===== src/rtl/grey_count_monitor.sv =====
// rtl/grey_count_monitor.sv - Gray-code input monitor: synchronize, decode, classify steps
// Counts up-wraps and illegal multi-bit steps; sticky fault cleared by clr_err.
module grey_count_monitor #(
  parameter int WIDTH       = 4,
  parameter int SYNC_STAGES = 2
) (
  input  logic             clk,
  input  logic             reset,
  input  logic [WIDTH-1:0] g_in,
  input  logic             clr_err,
  output logic [WIDTH-1:0] bin_out,
  output logic             valid,
  output logic             up,
  output logic             step_err,
  output logic [3:0]       err_cnt,
  output logic [7:0]       wrap_cnt
);

  typedef enum logic [1:0] {ST_INIT, ST_TRACK, ST_FAULT} state_t;

  localparam int               CW      = $clog2(SYNC_STAGES + 2);
  localparam logic [WIDTH-1:0] ONE     = WIDTH'(1);
  localparam logic [WIDTH-1:0] BIN_MAX = '1;

  function automatic logic [WIDTH-1:0] gray2bin(input logic [WIDTH-1:0] g);
    logic [WIDTH-1:0] b;
    b[WIDTH-1] = g[WIDTH-1];
    for (int i = WIDTH - 2; i >= 0; i--) b[i] = b[i+1] ^ g[i];
    return b;
  endfunction

  logic [SYNC_STAGES-1:0][WIDTH-1:0] sync_q, sync_d;
  logic [WIDTH-1:0] g_prev_q, g_prev_d;
  logic [WIDTH-1:0] bin_out_q, bin_out_d;
  logic             valid_q, valid_d;
  logic             up_q, up_d;
  logic             step_err_q, step_err_d;
  logic [3:0]       err_cnt_q, err_cnt_d;
  logic [7:0]       wrap_cnt_q, wrap_cnt_d;
  logic [CW-1:0]    init_cnt_q, init_cnt_d;
  state_t           state_q, state_d;

  logic [WIDTH-1:0] g_s, bin_s, bin_prev, diff;
  logic             one_bit, multi_bit, stepped_up;
  logic [3:0]       err_base;

  always_comb begin
    sync_d[0] = g_in;
    for (int i = 1; i < SYNC_STAGES; i++) sync_d[i] = sync_q[i-1];

    g_s        = sync_q[SYNC_STAGES-1];
    bin_s      = gray2bin(g_s);
    bin_prev   = gray2bin(g_prev_q);
    diff       = g_s ^ g_prev_q;
    one_bit    = (diff != '0) && ((diff & (diff - ONE)) == '0);
    multi_bit  = (diff != '0) && !one_bit;
    stepped_up = (bin_s == bin_prev + ONE);
    err_base   = clr_err ? 4'd0 : err_cnt_q;

    g_prev_d   = g_s;
    bin_out_d  = bin_s;
    valid_d    = 1'b0;
    up_d       = up_q;
    step_err_d = step_err_q;
    err_cnt_d  = err_cnt_q;
    wrap_cnt_d = wrap_cnt_q;
    init_cnt_d = init_cnt_q;
    state_d    = state_q;

    case (state_q)
      // Pipeline fill: g_prev is not trustworthy until the chain and g_prev are loaded.
      ST_INIT: begin
        if (init_cnt_q == CW'(SYNC_STAGES)) state_d = ST_TRACK;
        else init_cnt_d = init_cnt_q + CW'(1);
      end
      default: begin
        if (one_bit) begin
          valid_d = 1'b1;
          up_d    = stepped_up;
          if (stepped_up && (bin_prev == BIN_MAX) && (wrap_cnt_q != 8'hFF))
            wrap_cnt_d = wrap_cnt_q + 8'd1;
        end
        // An illegal step on the clearing edge still counts, starting from zero.
        if (multi_bit) begin
          state_d    = ST_FAULT;
          step_err_d = 1'b1;
          err_cnt_d  = (err_base == 4'hF) ? err_base : err_base + 4'd1;
        end else if (clr_err) begin
          state_d    = ST_TRACK;
          step_err_d = 1'b0;
          err_cnt_d  = 4'd0;
        end
      end
    endcase
  end

  always_ff @(posedge clk or posedge reset) begin
    if (reset) begin
      sync_q     <= '0;
      g_prev_q   <= '0;
      bin_out_q  <= '0;
      valid_q    <= 1'b0;
      up_q       <= 1'b0;
      step_err_q <= 1'b0;
      err_cnt_q  <= 4'd0;
      wrap_cnt_q <= 8'd0;
      init_cnt_q <= '0;
      state_q    <= ST_INIT;
    end else begin
      sync_q     <= sync_d;
      g_prev_q   <= g_prev_d;
      bin_out_q  <= bin_out_d;
      valid_q    <= valid_d;
      up_q       <= up_d;
      step_err_q <= step_err_d;
      err_cnt_q  <= err_cnt_d;
      wrap_cnt_q <= wrap_cnt_d;
      init_cnt_q <= init_cnt_d;
      state_q    <= state_d;
    end
  end

  assign bin_out  = bin_out_q;
  assign valid    = valid_q;
  assign up       = up_q;
  assign step_err = step_err_q;
  assign err_cnt  = err_cnt_q;
  assign wrap_cnt = wrap_cnt_q;

endmodule


===== config.mk =====
export PLATFORM = sky130hd
export DESIGN_NAME = grey_count_monitor
export DESIGN_NICKNAME = d
export VERILOG_FILES = /design/src/rtl/grey_count_monitor.sv
export SDC_FILE = /design/constraint.sdc
export NUM_CORES = 1
export LEC_CHECK = 0
export BUFFER_PORTS_ARGS = -buffer_cell sky130_fd_sc_hd__buf_2
export CORE_MARGIN = 1
export CORE_UTILIZATION = 40
export DETAILED_ROUTE_END_ITERATION = 10
export HOLD_SLACK_MARGIN = 0.02
export MAX_ROUTING_LAYER = met4
export SLEW_MARGIN = 5
export SYNTH_ARGS = -nofsm -noshare
export SYNTH_HDL_FRONTEND = slang
export SYNTH_SLANG_ARGS = --single-unit

===== constraint.sdc =====
create_clock -name clk -period 7.1 [get_ports clk]
set_input_delay 0.355 -clock clk [delete_from_list [all_inputs] [get_ports clk]]
set_output_delay 0.355 -clock clk [all_outputs]
set_load 0.02 [all_outputs]

; ---- Word level (Yosys, flattened, before mapping)
; Cells that the tools add are included.
[totals]
register_bits = 35
elab_cells = 58
[classes]
n_addsub = 5
n_eq_ne = 6
muxes = 11
n_bitwise = 10
reduce_logical = 15
[ops]
columns = cell, n
row1 = 2-to-1 mux 4 bit, 3
row2 = adder 4 x 1 -> 4 bit (second input constant), 2
row3 = adder 8 x 1 -> 8 bit (second input constant), 1
row4 = equality test 4 bit (second input constant), 2
row5 = 2-to-1 mux 2 bit, 4
row6 = inequality test 8 bit (second input constant), 1
row7 = AND reduction 2 bit, 4
row8 = XOR 1 bit, 6
row9 = bitwise AND 4 bit, 1
row10 = equality test 4 bit, 1
row11 = logical AND 1 bit, 4
row12 = logical NOT 4 bit, 1
row13 = 2-to-1 mux 1 bit, 4
row14 = nonzero test 4 bit, 1
row15 = subtractor 4 x 1 -> 4 bit (second input constant), 1
row16 = XOR 4 bit, 1
row17 = AND reduction 3 bit, 1
row18 = nonzero test 3 bit, 1
row19 = adder 2 x 1 -> 2 bit (second input constant), 1
row20 = equality test 2 bit (second input constant), 1
row21 = logical NOT 2 bit, 1
row22 = inequality test 2 bit (second input constant), 1
row23 = NOT 1 bit, 2
row24 = nonzero test 2 bit, 1
row25 = logical NOT 1 bit, 1

; ---- Depth between registers and ports, before layout
[logic_depth]
ltp_word = 9
depth_mapped = 11

; ---- Worst setup path before layout
; Ideal clock, no wire load.
[synth_timing]
kind = register to register
from = register, netlist name bin_out[3]
to = register wrap_cnt_q[1], in the netlist wrap_cnt[1]
setup_ns = 0.125
arrival_ns = 2.455
required_time_ns = 6.975
slack_ns = 4.520
path_stages_with_launch = 10
path_buffers = 0
cell_sequence = dfrtp_1 -> ha_1 -> inv_1 -> ha_1 -> inv_1 -> ha_1 -> xnor3_1 -> o2111ai_4 -> nor4_4 -> mux2_4
[synth_lines]
columns = element, line
row1 = end signal: assignment, 117  ; wrap_cnt_q <= wrap_cnt_d;
row2 = end: declaration, 39  ; logic [7:0] wrap_cnt_q, wrap_cnt_d;

==> flow_summary.json <==
{
  "cts_resized": 0,
  "clk_latency_ps": 280,
  "core_um2": 4030,
  "worst-path-buf-inv": 2,
  "pre_cts_ws_ps": 4330,
  "cap_violations": 0,
  "synth_top_cell_by_area": "dfrtp_1",
  "synth_common_cells": "dfrtp_1, inv_1, nand3_1, xor2_1",
  "routed_wl_um": 3150,
  "synth_cell_types": 41,
  "grt_pass1_vias": 1248,
  "endpoint_kind": "flip-flop",
  "grtUsageTotal": 0.174,
  "synth_edf_count": 0,
  "rows": 23,
  "cts_buffers": 5,
  "cts.sinks": 34,
  "finalSetupViolCount": 0,
  "gp_congestion": 0.819,
  "fmax_mhz": 364,
  "p_per_area_nw_per_um2": 286,
  "antenna_found_initial": 0,
  "overflow": 0,
  "outcome": "completed",
  "yosysWarnings": 0,
  "grt_pass1_wl_um": 5490,
  "worstSetupPathType": "reg -> reg",
  "clockBufferDepth": 2,
  "min_period_over_period": 0.387,
  "final_nets": 185,
  "fin_skew_ps": 5.20,
  "relSlewSlack": 0.422,
  "ys_ff_latch": 34,
  "n_fill_cell": 392,
  "areaGrowthSynthToFinish_pct": 16.1,
  "fin_setup_tns_ps": 0,
  "cp_top_family": "adder cells",
  "syn_inst": 142,
  "ios": 26,
  "vdd_ir_drop_max_uv": 144,
  "power_leakage_nw": 0.953,
  "hold_viol": 0,
  "max_stage_delay_ps": 430,
  "hold_ws_ps": 147,
  "drc_errors": 0,
  "initialDrtViolationCount": 26,
  "clock-root-buffer": "clkbuf_8",
  "grt_setup_unrepaired": "false",
  "worstMarginPinSlew_ps": 864,
  "syn_area_um2": 1680,
  "synth.area.top_cells": "dfrtp_1, xor2_1, ha_1",
  "critPathSlowestCell": "dfrtp_1",
  "post-synth-top-count-cell": "dfrtp_1",
  "slew_violations": 0,
  "cts_setup_buffers": 0,
  "drive_above_1_share": 0.272,
  "crit_required_ps": 7270,
  "initial_utilization": 0.418,
  "hp-class": "in -> async",
  "synth.avg_cell_area_um2": 11.9,
  "ys.flop_type": "dfrtp_1",
  "num_vias": 1148,
  "yosysSeqAreaShare": 0.505,
  "path_max_fanout": 8,
  "post-route-min-period_ps": 2750,
  "htree_levels": 2,
  "dpl.hpwl_um": 2270,
  "fp.dieArea_um2": 4470,
  "arrival_ps": 2920,
  "synth.top_cell.area_share": 0.505,
  "start_kind": "flip-flop",
  "drt_first_pass_iters": 4,
  "die_w_um": 66.9,
  "path_cells": "ha_1 -> inv_1 -> ha_1 -> inv_1 -> ha_1 -> xnor3_1 -> o2111ai_4 -> nor4_4 -> mux2_4",
  "clk_pin_slew_ps": 70,
  "syn-num-nets": 155,
  "grt_max_degree": 35,
  "synthArstFlopShare": 1.00,
  "antenna_left": 0,
  "setup_ws_ps": 4350,
  "port-buffer-count": 25,
  "crit_top_cell": "ha_1",
  "ctsHoldBuffers": 0,
  "cts_tree": "done",
  "via_per_inst": 5.15,
  "wl_per_cell_um": 14.1,
  "die_height_um": 66.9,
  "insertedDiodeCount": 0
}
==> registers in the layout, summed over array words and instances, names as in the netlist <==
| signal | count |
|---|---|
| step_err | 1 |
| init_cnt_q | 2 |
| g_prev_d | 4 |
| state_q | 2 |
| err_cnt | 4 |
| g_prev_q | 3 |
| valid | 1 |
| wrap_cnt | 8 |
| up | 1 |
| sync_d | 4 |
| bin_out | 4 |
==> tightest hold or removal path, cell delays in order <==
cell and delay, ps:
buf_2 90, inv_1 40, buf_4 370
==> metal layers <==
metal / up-vias / track usage / share of wire
li1: 558 / - / -
met1: 564 / 0.195 / 0.44
met2: 20 / 0.274 / 0.50
met3: 6 / 0.0634 / 0.041
met4: 0 / 0.0824 / 0.014
met5: - / - / 0
==> final cells by class <==
cell class,instances,area (µm²),share of cell area
flip-flops and latches,34,851,0.435
multi-input cells,93,773,0.395
repair buffers,26,133,0.0678
clock buffers,7,86.3,0.0441
well taps,50,62.6,0.0320
inverters,12,45.0,0.0230
clock inverters,1,5.00,0.00256
==> kinds of logic after synthesis <==
kind of cell    count (synthesis)  share of synthesized area
buf+inv                        15                     0.0357
fa+ha+maj                       7                     0.0505
flops                          34                      0.505
mux                             3                     0.0208
compound gates                 16                     0.0825
xor+xnor                       20                      0.134
simple gates                   47                      0.171
==> power by group <==
group	total, mW	leakage (nW)	switching, mW	internal (mW)
Combinational	0.168	0.483	0.104	0.0639
Sequential	0.248	0.422	0.0229	0.225
Clock	0.145	0.0482	0.0665	0.0781
==> placed cells by master (no fill, tap or decap), drive strengths merged, types with 2 or more instances in the layout <==
| master | instances |
|---|---|
| buf | 26 |
| nand2 | 5 |
| nor4 | 5 |
| nor2 | 6 |
| xor2 | 13 |
| nor2b | 3 |
| inv | 12 |
| mux2i | 2 |
| o21ai | 3 |
| o211ai | 3 |
| and3 | 2 |
| xnor2 | 6 |
| nor4b | 2 |
| nand4 | 5 |
| ha | 6 |
| dfrtp | 34 |
| clkbuf | 7 |
| nor3 | 3 |
| nand3 | 9 |
| or3 | 4 |
| a211oi | 2 |
==> final timing paths <==
check / start / to / slack [ps] / cells past startpoint
max: bin_out[3]$_DFF_PP0_ / wrap_cnt[1]$_DFFE_PP0P_ / 4350 / 9
min: reset / err_cnt[0]$_DFFE_PP0N_ / 150 / 3
max reg2reg: bin_out[3]$_DFF_PP0_ / wrap_cnt[1]$_DFFE_PP0P_ / 4350 / 9
min reg2reg: sync_d[4]$_DFF_PP0_ / g_prev_d[0]$_DFF_PP0_ / 350 / 0
max in group asynchronous: reset / wrap_cnt[4]$_DFFE_PP0P_ / 6630 / 3
min in group clk: g_in[0] / sync_d[4]$_DFF_PP0_ / 170 / 1
==> through the flow <==
stage          std cells   util  power [mW]  area (µm²)
2_1_floorplan        142      -       0.377        1680
3_3_place_gp         215  0.463       0.411        1860
3_5_place_dp         215  0.463       0.420        1860
4_1_cts              223  0.485       0.567        1960
5_1_grt              223  0.485       0.599        1960
6_report             223  0.485       0.560        1960
No activity file was read; power rests on OpenSTA's default activity.
